**config.mk**
```make
export PLATFORM = sky130hd
export DESIGN_NAME = uart_rx
export DESIGN_NICKNAME = d
export VERILOG_FILES = /design/src/rtl/uart_pkg.sv /design/src/rtl/uart_rx_sync.sv /design/src/rtl/uart_rx.sv
export SDC_FILE = /design/constraint.sdc
export NUM_CORES = 1
export LEC_CHECK = 0
export BUFFER_PORTS_ARGS = -buffer_cell sky130_fd_sc_hd__buf_2
export CORE_UTILIZATION = 52
export DETAILED_ROUTE_END_ITERATION = 12
export GPL_TIMING_DRIVEN = 1
export PLACE_DENSITY = 0.83
export SYNTH_ARGS = -nofsm -noshare
export SYNTH_HDL_FRONTEND = slang
export SYNTH_HIERARCHICAL = 1
export SYNTH_SLANG_ARGS = --single-unit
```
**constraint.sdc**
```tcl
create_clock -name clk -period 4.5 [get_ports clk]
set_clock_uncertainty 0.15 [all_clocks]
set_input_delay 0.9 -clock clk [delete_from_list [all_inputs] [get_ports clk]]
set_output_delay 0.9 -clock clk [all_outputs]
set_load 0.05 [all_outputs]
```
**src/rtl/uart_pkg.sv**
```systemverilog
// Shared UART receiver types and default configuration constants.
package uart_pkg;

  localparam int unsigned DEF_DATA_BITS  = 8;
  localparam int unsigned DEF_OVERSAMPLE = 16;

  typedef enum logic [2:0] {
    IDLE,
    START,
    DATA,
    PARITY,
    STOP,
    WAIT_IDLE
  } rx_state_e;

endpackage

```
**src/rtl/uart_rx_sync.sv**
```systemverilog
// Two-flop synchronizer for an asynchronous single-bit input.
module uart_rx_sync #(
  parameter logic RST_VAL = 1'b1
) (
  input  logic clk,
  input  logic rst_n,
  input  logic d,
  output logic q
);

  logic meta;

  always_ff @(posedge clk or negedge rst_n) begin
    if (!rst_n) begin
      meta <= RST_VAL;
      q    <= RST_VAL;
    end else begin
      meta <= d;
      q    <= meta;
    end
  end

endmodule

```
**src/rtl/uart_rx.sv**
```systemverilog
// Oversampling UART receiver; define UART_RX_PARITY_EN to add an even-parity bit
// after the data bits.
module uart_rx
  import uart_pkg::*;
#(
  parameter int unsigned DATA_BITS  = DEF_DATA_BITS,
  parameter int unsigned OVERSAMPLE = DEF_OVERSAMPLE
) (
  input  logic                 clk,
  input  logic                 rst_n,
  input  logic                 tick,
  input  logic                 rx,
  output logic [DATA_BITS-1:0] data,
  output logic                 valid,
  output logic                 frame_err,
  output logic                 parity_err,
  output logic                 busy
);

  localparam int unsigned TW = $clog2(OVERSAMPLE);
  localparam int unsigned BW = $clog2(DATA_BITS + 1);
  localparam logic [TW-1:0] TICK_LAST = TW'(OVERSAMPLE - 1);
  localparam logic [TW-1:0] TICK_MID  = TW'(OVERSAMPLE / 2 - 1);
  localparam logic [BW-1:0] BIT_LAST  = BW'(DATA_BITS - 1);

  rx_state_e            state;
  logic [TW-1:0]        tick_cnt;
  logic [BW-1:0]        bit_cnt;
  logic [DATA_BITS-1:0] shreg;
  logic                 rx_s;
  logic                 sample;

  uart_rx_sync #(.RST_VAL(1'b1)) u_sync (
    .clk   (clk),
    .rst_n (rst_n),
    .d     (rx),
    .q     (rx_s)
  );

  // Full bit period elapsed: centre of a data/parity/stop bit.
  assign sample = tick && (tick_cnt == TICK_LAST);

`ifdef UART_RX_PARITY_EN
  logic par_bad;
`else
  assign parity_err = 1'b0;
`endif

  always_ff @(posedge clk or negedge rst_n) begin
    if (!rst_n) begin
      state     <= IDLE;
      tick_cnt  <= '0;
      bit_cnt   <= '0;
      shreg     <= '0;
      data      <= '0;
      valid     <= 1'b0;
      frame_err <= 1'b0;
      busy      <= 1'b0;
`ifdef UART_RX_PARITY_EN
      par_bad    <= 1'b0;
      parity_err <= 1'b0;
`endif
    end else begin
      valid     <= 1'b0;
      frame_err <= 1'b0;
`ifdef UART_RX_PARITY_EN
      parity_err <= 1'b0;
`endif
      if (tick && state != IDLE && state != WAIT_IDLE) begin
        tick_cnt <= (tick_cnt == TICK_LAST) ? '0 : TW'(tick_cnt + 1'b1);
      end

      case (state)
        IDLE: begin
          if (!rx_s) begin
            tick_cnt <= '0;
            bit_cnt  <= '0;
            state    <= START;
            busy     <= 1'b1;
`ifdef UART_RX_PARITY_EN
            par_bad  <= 1'b0;
`endif
          end
        end
        // Mid-start-bit check rejects glitches shorter than half a bit.
        START: begin
          if (tick && tick_cnt == TICK_MID) begin
            tick_cnt <= '0;
            if (!rx_s) begin
              state <= DATA;
            end else begin
              state <= IDLE;
              busy  <= 1'b0;
            end
          end
        end
        DATA: begin
          if (sample) begin
            shreg   <= {rx_s, shreg[DATA_BITS-1:1]};
            bit_cnt <= BW'(bit_cnt + 1'b1);
            if (bit_cnt == BIT_LAST) begin
`ifdef UART_RX_PARITY_EN
              state <= PARITY;
`else
              state <= STOP;
`endif
            end
          end
        end
`ifdef UART_RX_PARITY_EN
        PARITY: begin
          if (sample) begin
            par_bad <= (^shreg) ^ rx_s;
            state   <= STOP;
          end
        end
`endif
        STOP: begin
          if (sample) begin
            data <= shreg;
            if (rx_s) begin
              valid <= 1'b1;
`ifdef UART_RX_PARITY_EN
              parity_err <= par_bad;
`endif
              state <= IDLE;
              busy  <= 1'b0;
            end else begin
              frame_err <= 1'b1;
              state     <= WAIT_IDLE;
            end
          end
        end
        // Line held low (break): wait for it to return high before rearming.
        WAIT_IDLE: begin
          if (rx_s) begin
            state <= IDLE;
            busy  <= 1'b0;
          end
        end
        default: begin
          state <= IDLE;
          busy  <= 1'b0;
        end
      endcase
    end
  end

endmodule

```
; Word-level counts from Yosys, hierarchy flattened
; Index checks and enable logic that the tools add are counted.
[word_totals]
regBits = 32
latch_bits = 0
ramBits = 0
romBits = 0
out_inout_bits = 12
memories = 0
[op_classes]
add_sub_neg = 2
n_mul = 0
div = 0
order_cmp = 0
n_eq_ne = 14
shift = 0
mux = 28
n_bitwise = 1
reduce_logical = 12
[ops]
columns = op, n
row1 = $mux W4, 6
row2 = $mux W3, 7
row3 = $pmux W4 S2, 2
row4 = $pmux W3 S5, 1
row5 = $mux W1, 10
row6 = $ne A2 B2 Y1 const B, 5
row7 = $add A4 B1 Y4 const B, 2
row8 = $eq A4 B3 Y1 const B, 2
row9 = $eq A3 B3 Y1 const B, 2
row10 = $reduce_and A6 Y1, 1
row11 = $pmux W1 S5, 1
row12 = $eq A4 B4 Y1 const B, 1
row13 = $logic_and A1 B1 Y1, 4
row14 = $reduce_and A2 Y1, 2
row15 = $reduce_and A4 Y1, 1
row16 = $eq A3 B1 Y1 const B, 1
row17 = $eq A3 B2 Y1 const B, 1
row18 = $logic_not A3 Y1, 1
row19 = $ne A3 B3 Y1 const B, 1
row20 = $reduce_and A3 Y1, 1
row21 = $reduce_bool A3 Y1, 1
row22 = $mux W2, 1
row23 = $ne A2 B1 Y1 const B, 1
row24 = $reduce_bool A2 Y1, 1
row25 = $not A1 Y1, 1

; Logic depth before layout (Yosys ltp)
; Gate-level depths: netlist (run 1).
[depth]
depth_word = 6
mapped_depth = 5
ltp_nobuf = 4

; Modules after synthesis
; Netlist (run 1), hierarchy kept.
[modules_own_cells]
columns = mod, n_inst, cells_per_inst, area_each_um2
row1 = uart_rx, 1, 126, 1461.4
row2 = uart_rx_sync, 1, 2, 52.6

; Worst setup path before layout (run 1)
; OpenSTA, ideal clock, no wires.
[synth_timing]
kind = input-to-reg
startpoint = input tick
endpoint = register shreg[1]
setup_time_ns = 0.125
arrival_ns = 1.992
required_time_ns = 4.225
setup_slack_ns = 2.233
path_stages = 4
n_path_buf = 1
path_cell_list = clkbuf_1 > nand4_1 > nor2_4 > mux2_2
[synth_via]
elab_chain_len = 2
[synth_rtl]
columns = item, line
row1 = from (decl), uart_rx.sv:11  ; input logic tick,
row2 = $logic_and A1 B1 Y1, uart_rx.sv:41  ; assign sample = tick && (tick_cnt == TICK_LAST);
row3 = $reduce_and A2 Y1 (no line), n/a
row4 = to (signal assigned), uart_rx.sv:99  ; shreg <= {rx_s, shreg[DATA_BITS-1:1]};
row5 = to (decl), uart_rx.sv:29  ; logic [DATA_BITS-1:0] shreg;
; Every way passes these cells.
; A chain may end at the register's enable or synchronous reset.

; Worst setup path in the final report (run 1)
[layout_timing]
startpoint = register tick_cnt[0]
endpoint = register data[6]
[layout_via]
elab_chain_len = 3
[layout_rtl]
columns = item, line
row1 = from (decl), uart_rx.sv:27  ; logic [TW-1:0] tick_cnt;
row2 = from (signal assigned), uart_rx.sv:70  ; tick_cnt <= (tick_cnt == TICK_LAST) ? '0 : TW'(tick_cnt + 1'b1);
row3 = $eq A4 B4 Y1, uart_rx.sv:41
row4 = $logic_and A1 B1 Y1, uart_rx.sv:41
row5 = $reduce_and A2 Y1 (no line), n/a
row6 = to (signal assigned), uart_rx.sv:120  ; data <= shreg;
row7 = to (decl), uart_rx.sv:13  ; output logic [DATA_BITS-1:0] data,
; Every way passes these cells.

==> run_results.csv, run 1 <==
group,metric,value,unit
yosys,ys_warn_count,6,
detailed_routing,routed_wl,2918,um
yosys,syn_area,1514,sq um
timing,rsz0062_at_grt,"false",
timing,fmax,473.4,MHz
yosys,synth.yosys.seq_area_share,0.5306,
setup_path,crit_slowest_cell,"dfrtp_1",
global_route,antenna_found_initial,0,
detailed_routing,wl_per_cell,16.97,um
timing,slew_viol_final,0,
global_route,grt_pass1_vias,1094,
final_layout,diodes,0,
setup_path,crit_family,"simple AND/OR/NAND/NOR gates",
clock_network,hold_buffers,0,
detailed_routing,viasPerCell,6.390,
yosys,synth_fp_nets,134,
yosys,ys_ff_latch,32,
clock_network,clk_pin_slew_worst_paths,100,ps
floorplan,core_area,2758,sq um
final_layout,fin_cells,172,
placed_design,place.gp.congestion,0.7853,
setup_path,worstSetupStartpointType,"register",
final_layout,layout-drive-gt1-share,0.2766,
placed_design,hpwl,2022,um
min_path,min_from,"u_sync/meta",
clock_network,worstSkewPairLatency,330,ps
floorplan,die_y,55.96,um
global_route,grt_pass1_wl,5085,um
power,power,669.9,uW
setup_path,crit_buf_inv,0,
yosys,syn_avg_cell_area,11.83,sq um
floorplan,ioPinCount,16,
power,swShare,0.3274,
global_route,gr-total-overflow,0,
clock_network,postCtsSetupBuffers,0,
power,p_int,450.6,uW
placed_design,dp_cells,164,
floorplan,rows,19,
detailed_routing,first_pass_iters,4,
timing,setup_tns,0,ps
clock_network,numCtsBuffers,5,
setup_path,critPathCaptureType,"register",
setup_path,max_stage_delay,430,ps
min_path,min_path_type,"register to register",
setup_path,crit_start,"tick_cnt[0]",
detailed_routing,drt_iter0_markers,30,
flow_run,cap_violations,0,
power,clock_power_share,0.259,
timing,slew_headroom,0.5420,
setup_path,path_class,"register to register",
floorplan,die_x,55.96,um
final_layout,fin_nets,146,
clock_network,cts.path.max_buffers,2,
global_route,grt_max_degree,33,
setup_path,cp_max_fo,10,
yosys,synth-edff-count,0,
setup_path,rr_startpoint,"tick_cnt[0]",
power,p_seq_frac,0.543,
yosys,ys.flop_type,"dfrtp_1",
clock_network,cts_resized,0,
setup_path,crit_required,4570,ps
clock_network,cts.htree.levels,2,
clock_network,cts_num_sinks,32,
setup_path,critical_path_arrival,2180,ps
final_layout,finish.utilization,0.5944,
final_layout,area_growth,8.264,%
timing,min_period_over_period,0.4694,
placed_design,numPortBuffers,14,
clock_network,ctsRootBufferMaster,"clkbuf_4",
detailed_routing,ant_nets,0,
power,power_density,408.7,nW/um^2
power,vdd_ir_drop_max,0.3601,mV
timing,setup_viol,0,
timing,post-route-min-period,2112,ps
floorplan,start_util,0.5490,
timing,hold_viol_final,0,
global_route,track_usage,0.2214,
detailed_routing,via_count,1099,
yosys,syn-instance-count,128,
yosys,synth_cell_types,48,
yosys,async_reset_ff_frac,1.000,
detailed_routing,drc_errors,0,
setup_path,worstPathCellList,"ha_1, and4_1, nand4_2, mux2_2",
run_status,status,"completed",
timing,worst_slew_pin_slew,687.0,ps
timing,whs,212.5,ps
floorplan,die-area,3131,sq um
power,p_comb_frac,0.198,
power,power_leakage,0.7626,nW
power,p_switching,219.3,uW
clock_network,cts_tree,"yes",
final_layout,final.fill_count,230,
worst reg2reg max path: cells and delay by family (launching register included):
kind | cells | cell delay (ps)
AND/OR/NAND/NOR | 2 | 680
adder cells (fa/ha/maj) | 1 | 330
flip-flops | 1 | 430
multiplexers | 1 | 410
worst paths after layout:
path / to / slack (ps) / cells past startpoint
hold reg to reg: u_sync/q / 210 / 0
max in group asynchronous: data[1] / 3310 / 1
min in group asynchronous: valid / 450 / 1
setup reg to reg: data[6] / 2390 / 4
hold / removal: u_sync/q / 210 / 0
setup / recovery: data[6] / 2390 / 4
layer usage:
layer  vias up  track usage  share of wire
met1       544       0.2586           0.42
met2        35       0.3528           0.51
li1        510            -              -
met3        10      0.07907          0.045
met4         0       0.1289          0.029
met5         -            0              0
metrics by stage:
stage	area [sq um]	worst slack, ps
finish	1639	2388
CTS	1639	2392
detailed placement	1577	2087
global route	1639	2271
global placement	1577	2182
floorplan	1514	2233
layout make-up:
| cell class | instances | area [sq um] | share of cell area |
|---|---|---|---|
| sequential | 32 | 803.3 | 0.4901 |
| multi-input combinational | 81 | 641.9 | 0.3916 |
| timing repair buffer | 14 | 70.07 | 0.04275 |
| clock buffer | 7 | 55.05 | 0.03359 |
| tap | 31 | 38.79 | 0.02366 |
| inverter | 6 | 22.52 | 0.01374 |
| clock inverter | 1 | 7.507 | 0.004580 |
cells in the mapped netlist (2+ instances only):
library cell  instances  share of area
ha_1                  2          0.017
nand3_1               4          0.013
o31ai_1               3          0.015
clkbuf_1              4         0.0099
mux2_2               14           0.10
nand2_1               5          0.012
nor2_1                4         0.0099
a31oi_1               2         0.0083
a32oi_1               4          0.023
buf_1                 2         0.0050
mux2_1                2          0.015
dfrtp_1              30           0.50
o21ai_0               3         0.0099
or4_1                 2         0.0099
a22oi_1               2         0.0099
inv_1                 6          0.015
dfstp_2               2          0.035
nand2b_1              2         0.0083
o211ai_1              6          0.030
state kept, by name, summed over array words and instances (netlist names):
| name | cells |
|---|---|
| tick_cnt | 4 |
| u_sync/meta | 1 |
| shreg | 8 |
| frame_err | 1 |
| busy | 1 |
| data | 8 |
| u_sync/q | 1 |
| valid | 1 |
| bit_cnt | 4 |
| state | 3 |
placed cells by master (no fill, tap or decap), drive strengths merged, types with 2 or more instances in the layout:
master	count
dfrtp	30
mux2	16
buf	14
clkbuf	7
o211ai	6
inv	6
nand2	5
nor2	5
nand3	4
a32oi	4
o31ai	3
o21ai	3
nand2b	2
a31oi	2
a22oi	2
or4	2
ha	2
dfstp	2
a21boi	2
nand4	2
power by group through the flow:
stage,Sequential (mW),Clock (mW),Combinational (mW)
final,0.364,0.173,0.133
after global routing,0.370,0.192,0.151
after CTS,0.363,0.179,0.134
after detailed placement,0.368,0,0.132
after global placement,0.365,0,0.126
after floorplan,0.366,0,0.101
cell families (layout without fill, tap and decap cells):
family          after synthesis  count (layout)  synth area share
buf+inv                      15              28           0.04545
compound gates               30              30            0.1521
fa+ha+maj                     2               2           0.01653
simple gates                 29              29            0.1157
flops                        32              32            0.5306
xor+xnor                      2               2           0.01157
other cells                   1               1          0.002477
mux                          17              17            0.1256
No activity file was read; power rests on OpenSTA's default activity.
==> run 2: changes to the inputs <==
- clock period: 4.5 -> 2.1 ns (I/O delays scaled with it)
==> run_results.csv, run 2 (same netlist as run 1, synthesis figures left out) <==
group,metric,value,unit
run_status,status,"completed",
flow_run,cap_violations,0,
timing,hold_viol_final,0,
setup_path,critical_path_arrival,1980,ps
timing,postLayoutSetupSlackWorst,192.3,ps
setup_path,cp_max_fo,10,
timing,slew_viol_final,0,
floorplan,start_util,0.5490,
detailed_routing,routed_wl,3020,um
timing,slew_headroom,0.5419,
final_layout,fin_nets,152,
final_layout,mostFrequentLayoutCells,"dfrtp_1, mux2_2, buf_2",
power,power_leakage,0.7947,nW
final_layout,seqCellArea,803.3,sq um
clock_network,clk_pin_slew_worst_paths,110,ps
timing,whs,30.95,ps
detailed_routing,viasPerCell,6.270,
final_layout,final_common_cell,"dfrtp_1",
setup_path,critPathCaptureType,"register",
timing,setup_viol,0,
min_path,min_path_type,"primary input to register",
clock_network,cts_tree,"yes",
power,p_switching,483.5,uW
global_route,use_met2,0.3787,
floorplan,rows,19,
placed_design,place.gp.congestion,0.8444,
setup_path,crit_family,"simple AND/OR/NAND/NOR gates",
floorplan,die_x,55.96,um
setup_path,path_class,"register to register",
final_layout,area_growth,10.99,%
timing,rsz0062_at_grt,"false",
clock_network,cts.path.max_buffers,2,
detailed_routing,drt_iter0_markers,48,
clock_network,cts.htree.levels,2,
clock_network,postCtsSetupBuffers,0,
timing,fmax,524.2,MHz
placed_design,hpwl,2170,um
floorplan,die_y,55.96,um
detailed_routing,first_pass_iters,4,
power,power_density,848.2,nW/um^2
placed_design,numPortBuffers,14,
global_route,use_met1,0.2675,
detailed_routing,drc_errors,0,
power,clock_power_share,0.241,
power,power,1.425,mW
floorplan,die-area,3131,sq um
timing,worst_slew_pin_slew,687.1,ps
global_route,grt_max_degree,33,
final_layout,multi_input_area,641.9,sq um
final_layout,layout-drive-gt1-share,0.3061,
global_route,grt_pass1_wl,5361,um
timing,post-route-min-period,1908,ps
global_route,met3_usage,0.06512,
floorplan,ioPinCount,16,
timing,setup_tns,0,ps
global_route,grt_pass1_vias,1166,
global_route,gr-total-overflow,0,
setup_path,crit_slowest_cell,"dfrtp_1",
final_layout,largestRegisters,"data: 8 flops, shreg: 8 flops",
power,vdd_ir_drop_max,0.6213,mV
clock_network,ctsRootBufferMaster,"clkbuf_4",
clock_network,worstSkewPairLatency,330,ps
timing,min_period_over_period,0.9084,
final_layout,diodes,0,
floorplan,core_area,2758,sq um
detailed_routing,wl_per_cell,16.97,um
setup_path,worstPathCellList,"ha_1, and4_1, nand4_2, mux2_2",
clock_network,numCtsBuffers,5,
placed_design,post-place-ws,205.7,ps
detailed_routing,via_count,1116,
clock_network,cts_num_sinks,32,
power,swShare,0.3393,
setup_path,worstSetupStartpointType,"register",
power,p_int,941.7,uW
setup_path,max_stage_delay,420,ps
power,p_seq_frac,0.543,
final_layout,final.fill_count,219,
power,p_comb_frac,0.216,
global_route,track_usage,0.2238,
global_route,antenna_found_initial,0,
setup_path,crit_buf_inv,0,
setup_path,crit_required,2170,ps
detailed_routing,ant_nets,0,
global_route,grt-busiest-layer,"met2",
==> run 2: cell count changes in the layout (fill, tap and decap cells not counted) <==
cell | previous run | this run
buf_4 | 0 | 5
clkinv_2 | 0 | 2
clkbuf_1 | 1 | 0
clkbuf_8 | 1 | 0
clkinv_4 | 0 | 1
clkinvlp_4 | 1 | 0
dlygate4sd3_1 | 0 | 1
==> run 2: worst paths after layout <==
| check | start | cells after the start | slack [ps] | endpoint |
|---|---|---|---|---|
| min reg2reg | u_sync/meta | 0 | 220 | u_sync/q |
| max | tick_cnt[0] | 4 | 190 | data[6] |
| min in group asynchronous | rst_n | 2 | 500 | state[0] |
| max in group asynchronous | rst_n | 2 | 850 | shreg[7] |
| min | rx | 1 | 30 | u_sync/meta |
| max reg2reg | tick_cnt[0] | 4 | 190 | data[6] |
==> run 2: layout make-up <==
cell class              instances  share of cell area
repair buffers                 20             0.06999
flip-flops and latches         32              0.4780
clock inverters                 3             0.01117
inverters                       6             0.01340
multi-input cells              81              0.3820
well taps                      31             0.02308
clock buffers                   5             0.02234
==> run 2: metal layers <==
layer	vias to the layer above	part of all wire
met5	-	0
met4	0	0.0036
met3	2	0.041
met2	33	0.54
met1	567	0.42
li1	514	-
==> run 2: worst reg2reg max path: cells and delay by family (launching register included) <==
kind | cells | cell delay, ps
fa+ha+maj | 1 | 210
flops | 1 | 420
mux | 1 | 400
simple gates | 2 | 620
==> run 2: stage by stage <==
stage	cells	util	area, sq um
final	178	0.6093	1680
after global routing	178	0.6093	1680
after CTS	178	0.6093	1680
after detailed placement	169	0.5853	1614
after global placement	169	0.5853	1614
after floorplan	128	-	1514
==> run 2: what timing repair did <==
action | CTS | global route
setup endpoints to repair | 0 | 0
hold buffers | 1 | 0
endpoints found under the hold margin | 30 | 0
gates resized for setup | 0 | 0
==> run 2: power groups by stage <==
stage	Combinational (mW)	Clock [mW]	Sequential [mW]
floorplan	0.216	0	0.784
global placement	0.288	0	0.778
detailed placement	0.306	0	0.786
CTS	0.309	0.359	0.773
global route	0.339	0.379	0.788
finish	0.308	0.343	0.775
